[config.mk]
export PLATFORM = sky130hd
export DESIGN_NAME = spi_req_arbiter_flat
export DESIGN_NICKNAME = d
export VERILOG_FILES = /design/src/rtl/spi_req_arbiter_if.sv /design/src/rtl/spi_req_arbiter.sv /design/src/flat_wrapper.sv
export SDC_FILE = /design/constraint.sdc
export NUM_CORES = 1
export LEC_CHECK = 0
export ABC_AREA = 1
export CAP_MARGIN = 20
export CORE_UTILIZATION = 50
export CTS_CLUSTER_DIAMETER = 40
export DETAILED_ROUTE_END_ITERATION = 10
export PLACE_DENSITY = 0.85
export REMOVE_ABC_BUFFERS = 1
export SETUP_SLACK_MARGIN = 0.4
export SKIP_CTS_REPAIR_TIMING = 1
export SLEW_MARGIN = 40
export SYNTH_ARGS = -nofsm -noshare
export SYNTH_HDL_FRONTEND = slang
export SYNTH_SLANG_ARGS = --single-unit
export TNS_END_PERCENT = 10
[constraint.sdc]
create_clock -name clk -period 2.08 [get_ports clk]
set_input_delay 0.416 -clock clk [delete_from_list [all_inputs] [get_ports clk]]
set_output_delay 0.416 -clock clk [all_outputs]
set_load 0.02 [all_outputs]
[src/rtl/spi_req_arbiter_if.sv]
// Bundle between the requesting engines, the arbiter and the shared spi_master.
// The arbiter uses the slave modport; the surrounding environment uses master.
interface spi_req_arbiter_if #(
  parameter int unsigned DATA_WIDTH = 8
);
  logic [2:0]              req;
  logic [3*DATA_WIDTH-1:0] req_tx_data;
  logic [2:0]              req_ack;
  logic [2:0]              req_done;
  logic [2:0]              req_err;
  logic [DATA_WIDTH-1:0]   rsp_data;
  logic                    cfg_we;
  logic [1:0]              cfg_addr;
  logic [1:0]              cfg_mode;
  logic                    busy;
  logic                    m_start;
  logic [DATA_WIDTH-1:0]   m_tx_data;
  logic [1:0]              m_slave_sel;
  logic                    m_cpol;
  logic                    m_cpha;
  logic                    m_done;
  logic [DATA_WIDTH-1:0]   m_rx_data;

  modport slave (
    input  req, req_tx_data, cfg_we, cfg_addr, cfg_mode, m_done, m_rx_data,
    output req_ack, req_done, req_err, rsp_data, busy,
           m_start, m_tx_data, m_slave_sel, m_cpol, m_cpha
  );

  modport master (
    output req, req_tx_data, cfg_we, cfg_addr, cfg_mode, m_done, m_rx_data,
    input  req_ack, req_done, req_err, rsp_data, busy,
           m_start, m_tx_data, m_slave_sel, m_cpol, m_cpha
  );
endinterface

[src/rtl/spi_req_arbiter.sv]
// Round-robin arbiter sharing one spi_master between three requesters, with a
// per-slave CPOL/CPHA table, inter-frame CS-high gap and transaction timeout.
module spi_req_arbiter #(
  parameter int unsigned DATA_WIDTH = 8,
  parameter int unsigned GAP_CYCLES = 2,
  parameter int unsigned TIMEOUT    = 1024
) (
  input  logic              clk,
  input  logic              rst,
  spi_req_arbiter_if.slave  bus
);
  localparam logic [1:0] StIdle = 2'd0;
  localparam logic [1:0] StWait = 2'd1;
  localparam logic [1:0] StGap  = 2'd2;

  localparam int unsigned TimerW = $clog2(TIMEOUT);
  localparam int unsigned GapW   = (GAP_CYCLES > 1) ? $clog2(GAP_CYCLES) : 1;
  localparam logic [TimerW-1:0] TimerLast = TimerW'(TIMEOUT - 1);
  localparam logic [GapW-1:0]   GapLast   = GapW'((GAP_CYCLES > 0) ? GAP_CYCLES - 1 : 0);

  logic [1:0]            state_q, state_d;
  logic [TimerW-1:0]     timer_q, timer_d;
  logic [GapW-1:0]       gap_q, gap_d;
  logic                  drain_q, drain_d;
  logic [1:0]            last_q, last_d;
  logic [2:0][1:0]       mode_q, mode_d;
  logic [2:0]            ack_q, ack_d;
  logic [2:0]            done_q, done_d;
  logic [2:0]            err_q, err_d;
  logic [DATA_WIDTH-1:0] rsp_q, rsp_d;
  logic [DATA_WIDTH-1:0] tx_q, tx_d;
  logic [1:0]            sel_q, sel_d;
  logic                  cpol_q, cpol_d;
  logic                  cpha_q, cpha_d;
  logic                  start_q, start_d;

  logic                  win_valid;
  logic [1:0]            win;
  logic [DATA_WIDTH-1:0] tx_sel;
  logic [1:0]            mode_sel;

  // Search order starts just after the previous winner.
  always_comb begin
    win_valid = |bus.req;
    win       = 2'd0;
    case (last_q)
      2'd0:    win = bus.req[1] ? 2'd1 : (bus.req[2] ? 2'd2 : 2'd0);
      2'd1:    win = bus.req[2] ? 2'd2 : (bus.req[0] ? 2'd0 : 2'd1);
      default: win = bus.req[0] ? 2'd0 : (bus.req[1] ? 2'd1 : 2'd2);
    endcase
  end

  always_comb begin
    tx_sel   = '0;
    mode_sel = '0;
    for (int i = 0; i < 3; i++) begin
      if (win == 2'(i)) begin
        tx_sel   = bus.req_tx_data[i*DATA_WIDTH +: DATA_WIDTH];
        mode_sel = mode_q[i];
      end
    end
  end

  always_comb begin
    state_d = state_q;
    timer_d = timer_q;
    gap_d   = gap_q;
    drain_d = drain_q;
    last_d  = last_q;
    mode_d  = mode_q;
    ack_d   = '0;
    done_d  = '0;
    err_d   = '0;
    start_d = 1'b0;
    rsp_d   = rsp_q;
    tx_d    = tx_q;
    sel_d   = sel_q;
    cpol_d  = cpol_q;
    cpha_d  = cpha_q;

    // Grant below reads mode_q, so a same-edge write is not seen by that grant.
    for (int i = 0; i < 3; i++) begin
      if (bus.cfg_we && bus.cfg_addr == 2'(i)) begin
        mode_d[i] = bus.cfg_mode;
      end
    end

    case (state_q)
      StIdle: begin
        if (win_valid) begin
          state_d          = StWait;
          ack_d            = 3'b001 << win;
          start_d          = 1'b1;
          tx_d             = tx_sel;
          sel_d            = win;
          {cpol_d, cpha_d} = mode_sel;
          timer_d          = '0;
          last_d           = win;
        end
      end
      StWait: begin
        if (bus.m_done) begin
          if (!drain_q) begin
            rsp_d  = bus.m_rx_data;
            done_d = 3'b001 << sel_q;
          end
          drain_d = 1'b0;
          gap_d   = '0;
          state_d = (GAP_CYCLES == 0) ? StIdle : StGap;
        end else if (timer_q == TimerLast) begin
          // The master cannot be aborted: flag once, then swallow its late done.
          if (!drain_q) begin
            err_d   = 3'b001 << sel_q;
            drain_d = 1'b1;
          end
        end else begin
          timer_d = timer_q + 1'b1;
        end
      end
      StGap: begin
        if (gap_q == GapLast) begin
          state_d = StIdle;
        end else begin
          gap_d = gap_q + 1'b1;
        end
      end
      default: state_d = StIdle;
    endcase
  end

  always_ff @(posedge clk) begin
    if (rst) begin
      state_q <= StIdle;
      timer_q <= '0;
      gap_q   <= '0;
      drain_q <= 1'b0;
      last_q  <= 2'd2;
      mode_q  <= '0;
      ack_q   <= '0;
      done_q  <= '0;
      err_q   <= '0;
      rsp_q   <= '0;
      tx_q    <= '0;
      sel_q   <= '0;
      cpol_q  <= 1'b0;
      cpha_q  <= 1'b0;
      start_q <= 1'b0;
    end else begin
      state_q <= state_d;
      timer_q <= timer_d;
      gap_q   <= gap_d;
      drain_q <= drain_d;
      last_q  <= last_d;
      mode_q  <= mode_d;
      ack_q   <= ack_d;
      done_q  <= done_d;
      err_q   <= err_d;
      rsp_q   <= rsp_d;
      tx_q    <= tx_d;
      sel_q   <= sel_d;
      cpol_q  <= cpol_d;
      cpha_q  <= cpha_d;
      start_q <= start_d;
    end
  end

  assign bus.req_ack     = ack_q;
  assign bus.req_done    = done_q;
  assign bus.req_err     = err_q;
  assign bus.rsp_data    = rsp_q;
  assign bus.busy        = (state_q != StIdle);
  assign bus.m_start     = start_q;
  assign bus.m_tx_data   = tx_q;
  assign bus.m_slave_sel = sel_q;
  assign bus.m_cpol      = cpol_q;
  assign bus.m_cpha      = cpha_q;
endmodule

[src/flat_wrapper.sv]
// flat-port wrapper written by rule: the top's interface ports become plain ports
module spi_req_arbiter_flat 
#(
  parameter int unsigned DATA_WIDTH = 8,
  parameter int unsigned GAP_CYCLES = 2,
  parameter int unsigned TIMEOUT    = 1024
)
  (clk, rst, bus_req, bus_req_tx_data, bus_cfg_we, bus_cfg_addr, bus_cfg_mode, bus_m_done, bus_m_rx_data, bus_req_ack, bus_req_done, bus_req_err, bus_rsp_data, bus_busy, bus_m_start, bus_m_tx_data, bus_m_slave_sel, bus_m_cpol, bus_m_cpha);
  spi_req_arbiter_if #(.DATA_WIDTH(DATA_WIDTH)) bus_i ();
  input  logic clk;
  input  logic rst;
  input wire logic [$bits(bus_i.req)-1:0] bus_req;
  input wire logic [$bits(bus_i.req_tx_data)-1:0] bus_req_tx_data;
  input wire logic [$bits(bus_i.cfg_we)-1:0] bus_cfg_we;
  input wire logic [$bits(bus_i.cfg_addr)-1:0] bus_cfg_addr;
  input wire logic [$bits(bus_i.cfg_mode)-1:0] bus_cfg_mode;
  input wire logic [$bits(bus_i.m_done)-1:0] bus_m_done;
  input wire logic [$bits(bus_i.m_rx_data)-1:0] bus_m_rx_data;
  output wire logic [$bits(bus_i.req_ack)-1:0] bus_req_ack;
  output wire logic [$bits(bus_i.req_done)-1:0] bus_req_done;
  output wire logic [$bits(bus_i.req_err)-1:0] bus_req_err;
  output wire logic [$bits(bus_i.rsp_data)-1:0] bus_rsp_data;
  output wire logic [$bits(bus_i.busy)-1:0] bus_busy;
  output wire logic [$bits(bus_i.m_start)-1:0] bus_m_start;
  output wire logic [$bits(bus_i.m_tx_data)-1:0] bus_m_tx_data;
  output wire logic [$bits(bus_i.m_slave_sel)-1:0] bus_m_slave_sel;
  output wire logic [$bits(bus_i.m_cpol)-1:0] bus_m_cpol;
  output wire logic [$bits(bus_i.m_cpha)-1:0] bus_m_cpha;
  assign bus_i.req = bus_req;
  assign bus_i.req_tx_data = bus_req_tx_data;
  assign bus_i.cfg_we = bus_cfg_we;
  assign bus_i.cfg_addr = bus_cfg_addr;
  assign bus_i.cfg_mode = bus_cfg_mode;
  assign bus_i.m_done = bus_m_done;
  assign bus_i.m_rx_data = bus_m_rx_data;
  assign bus_req_ack = bus_i.req_ack;
  assign bus_req_done = bus_i.req_done;
  assign bus_req_err = bus_i.req_err;
  assign bus_rsp_data = bus_i.rsp_data;
  assign bus_busy = bus_i.busy;
  assign bus_m_start = bus_i.m_start;
  assign bus_m_tx_data = bus_i.m_tx_data;
  assign bus_m_slave_sel = bus_i.m_slave_sel;
  assign bus_m_cpol = bus_i.m_cpol;
  assign bus_m_cpha = bus_i.m_cpha;
  spi_req_arbiter #(.DATA_WIDTH(DATA_WIDTH), .GAP_CYCLES(GAP_CYCLES), .TIMEOUT(TIMEOUT)) u_core (.clk(clk), .rst(rst), .bus(bus_i));
endmodule
==> results_dict.tcl <==
set metrics [dict create \
    grt_pass1_wl_um 9500 \
    drv_slew 0 \
    dp_hpwl_um 4110 \
    crit_type "register to primary output" \
    critPathLaunchType "register" \
    clock_sinks 51 \
    mostFrequentLayoutCell "clkdlybuf4s50_1" \
    die_area_um2 4940 \
    drtIter0Drc 160 \
    totalWireLength_um 5600 \
    num_io_pins 74 \
    p_leak_nw 1.40 \
    grt_max_degree 20 \
    antenna_left 0 \
    grt_pass1_vias 2190 \
    cp_slowest_cell "clkdlybuf4s50_1" \
    rsz0062_at_grt "true" \
    path_clk_slew_ns 0.09 \
    critPathBufInv 1 \
    routed_via_density 5.12 \
    timing.final.crit_share_pct 83.3 \
    worst_pin_slew_ns 0.334 \
    path_cells "clkdlybuf4s50_1" \
    die_h_um 70.3 \
    yosys_warnings 0 \
    clock_skew_ns 0.00807 \
    synth-edff-count 0 \
    slew-limit-headroom_pct 77.6 \
    antennaDiodeCount 0 \
    cts-root-buf "clkbuf_8" \
    synth-seq-cells 51 \
    htreeDepth 2 \
    async_reset_ff_share_pct 0 \
    critPathCaptureType "primary output" \
    arrival_ns 1.32 \
    fmax_mhz 577 \
    area_delta_synth_final_pct 37.9 \
    critPathTopFamily "buffers and inverters" \
    nets 450 \
    rrSetupSlack_ns 0.55 \
    drive_above_1_share_pct 11.1 \
    placedCellCount 451 \
    cpPeakStageDelay_ns 0.62 \
    drc 0 \
    min_path_type "register to register" \
    fin_setup_tns_ns 0 \
    synth_area_um2 2330 \
    dr.pass1.iters 4 \
    rows 24 \
    place_congestion 0.862 \
    syn_inst 330 \
    vias 2345 \
    dp_slack_ns 0.123 \
    cts_buffer_depth 2 \
    seq_area_frac_synth_pct 43.8 \
    grtUsageTotal_pct 23.6 \
    crit_fanout 3 \
    utilization_pct 72.9 \
    clk_latency_ns 0.31 \
    antenna_found_initial 0 \
    numCtsBuffers 5 \
    finalSetupViolCount 0 \
    power_density_nw_per_um2 737 \
    ys.flop_type "dfxtp_1" \
    worst_slack_ns 0.347 \
    die_x_um 70.3 \
    run_status "finished, final reports clean" \
    coreArea_um2 4410 \
    max-vdd-ir-drop_v 0.000372 \
    cts_tree "yes" \
    wire_per_inst_um 12.2 \
    hold_viol_final 0 \
    synth_cell_type_count 28 \
    crit_required_ns 1.66 \
    start_util_pct 52.8 \
    num-fill-cells 378 \
    final_cell_mix "71 x clkdlybuf4s50_1, 65 x nand2_1, 65 x nor2_1" \
    post_synth.cell_area_avg_um2 7.07 \
    finalNonFillerCells 458 \
    maxCapViolCount 0 \
    overflow 0 \
    port_buffers 73 \
    period_needed_ns 1.73 \
]
[sequential cells by signal (all words and copies together) (netlist names), 2 cells and up]
name	count
u_core.state_q	2
u_core.bus.req_done	3
u_core.bus.m_tx_data	8
u_core.bus.req_ack	3
u_core.mode_q	6
u_core.timer_q	10
u_core.bus.req_err	3
u_core.bus.rsp_data	8
u_core.bus.m_slave_sel	2
[path summary, 6_finish.rpt]
kind,from,endpoint,depth (start not counted)
setup / recovery,u_core.bus.m_slave_sel[1],bus_m_slave_sel[1],1
hold / removal,u_core.bus.m_tx_data[1],u_core.bus.m_tx_data[1],2
setup reg to reg,u_core.timer_q[0],u_core.timer_q[0],8
hold reg to reg,u_core.bus.m_tx_data[1],u_core.bus.m_tx_data[1],2
[layer usage]
layer | vias to the layer above | wire [µm] | GRT usage [%]
met3 | 4 | 253 | 5.05
met5 | - | 0 | 0
met1 | 1067 | 2620 | 30.3
li1 | 1195 | - | -
met2 | 79 | 2700 | 38.5
met4 | 0 | 30 | 9.33
[cell usage after synthesis (2+ instances only)]
| cell | count | area, µm² |
|---|---|---|
| nor2_1 | 66 | 248 |
| nand3_2 | 3 | 30.0 |
| nor2_4 | 2 | 22.5 |
| o21ai_1 | 4 | 20.0 |
| a21oi_1 | 13 | 65.1 |
| nor2_2 | 6 | 37.5 |
| dfxtp_1 | 51 | 1020 |
| nand2_2 | 6 | 37.5 |
| nand3_1 | 20 | 100 |
| inv_2 | 9 | 33.8 |
| inv_1 | 31 | 116 |
| buf_6 | 2 | 22.5 |
| nand2_1 | 65 | 244 |
| nand4_1 | 11 | 68.8 |
| buf_2 | 3 | 15.0 |
| buf_4 | 4 | 30.0 |
| o21ai_0 | 17 | 85.1 |
| or2_0 | 2 | 12.5 |
| nor3_1 | 5 | 25.0 |
| a21oi_2 | 2 | 17.5 |
[layout make-up]
| class | instances | area (µm²) | share of cell area, % |
|---|---|---|---|
| multi-input combinational | 229 | 1100 | 34.1 |
| sequential | 51 | 1020 | 31.7 |
| tap | 52 | 65.1 | 2.02 |
| clock buffer | 5 | 68.8 | 2.14 |
| inverter | 41 | 155 | 4.82 |
| clock inverter | 2 | 37.5 | 1.17 |
| timing repair buffer | 78 | 773 | 24.0 |
[report_power, final]
group	switching (mW)	internal, mW
Clock	0.332	0.352
Combinational	0.325	0.265
Sequential	0.0480	1.05
[logic make-up after synthesis]
kind of cell | Yosys count | synth area share, %
buffers and inverters | 50 | 9.55
adder cells (fa/ha/maj) | 1 | 0.536
flip-flops | 51 | 43.8
AO/OA/AOI/OAI | 37 | 8.32
AND/OR/NAND/NOR | 191 | 37.8
[metrics by stage]
step / hold slack, ns / total power [mW] / area [µm²]
2_1_floorplan: 0.447 / 1.42 / 2260
3_5_place_dp: 0.444 / 1.70 / 3100
4_1_cts: 0.461 / 2.37 / 3200
6_report: 0.460 / 2.37 / 3220
5_1_grt: 0.477 / 2.47 / 3220
3_3_place_gp: 0.439 / 1.69 / 3100
No activity file was read; power rests on OpenSTA's default activity.
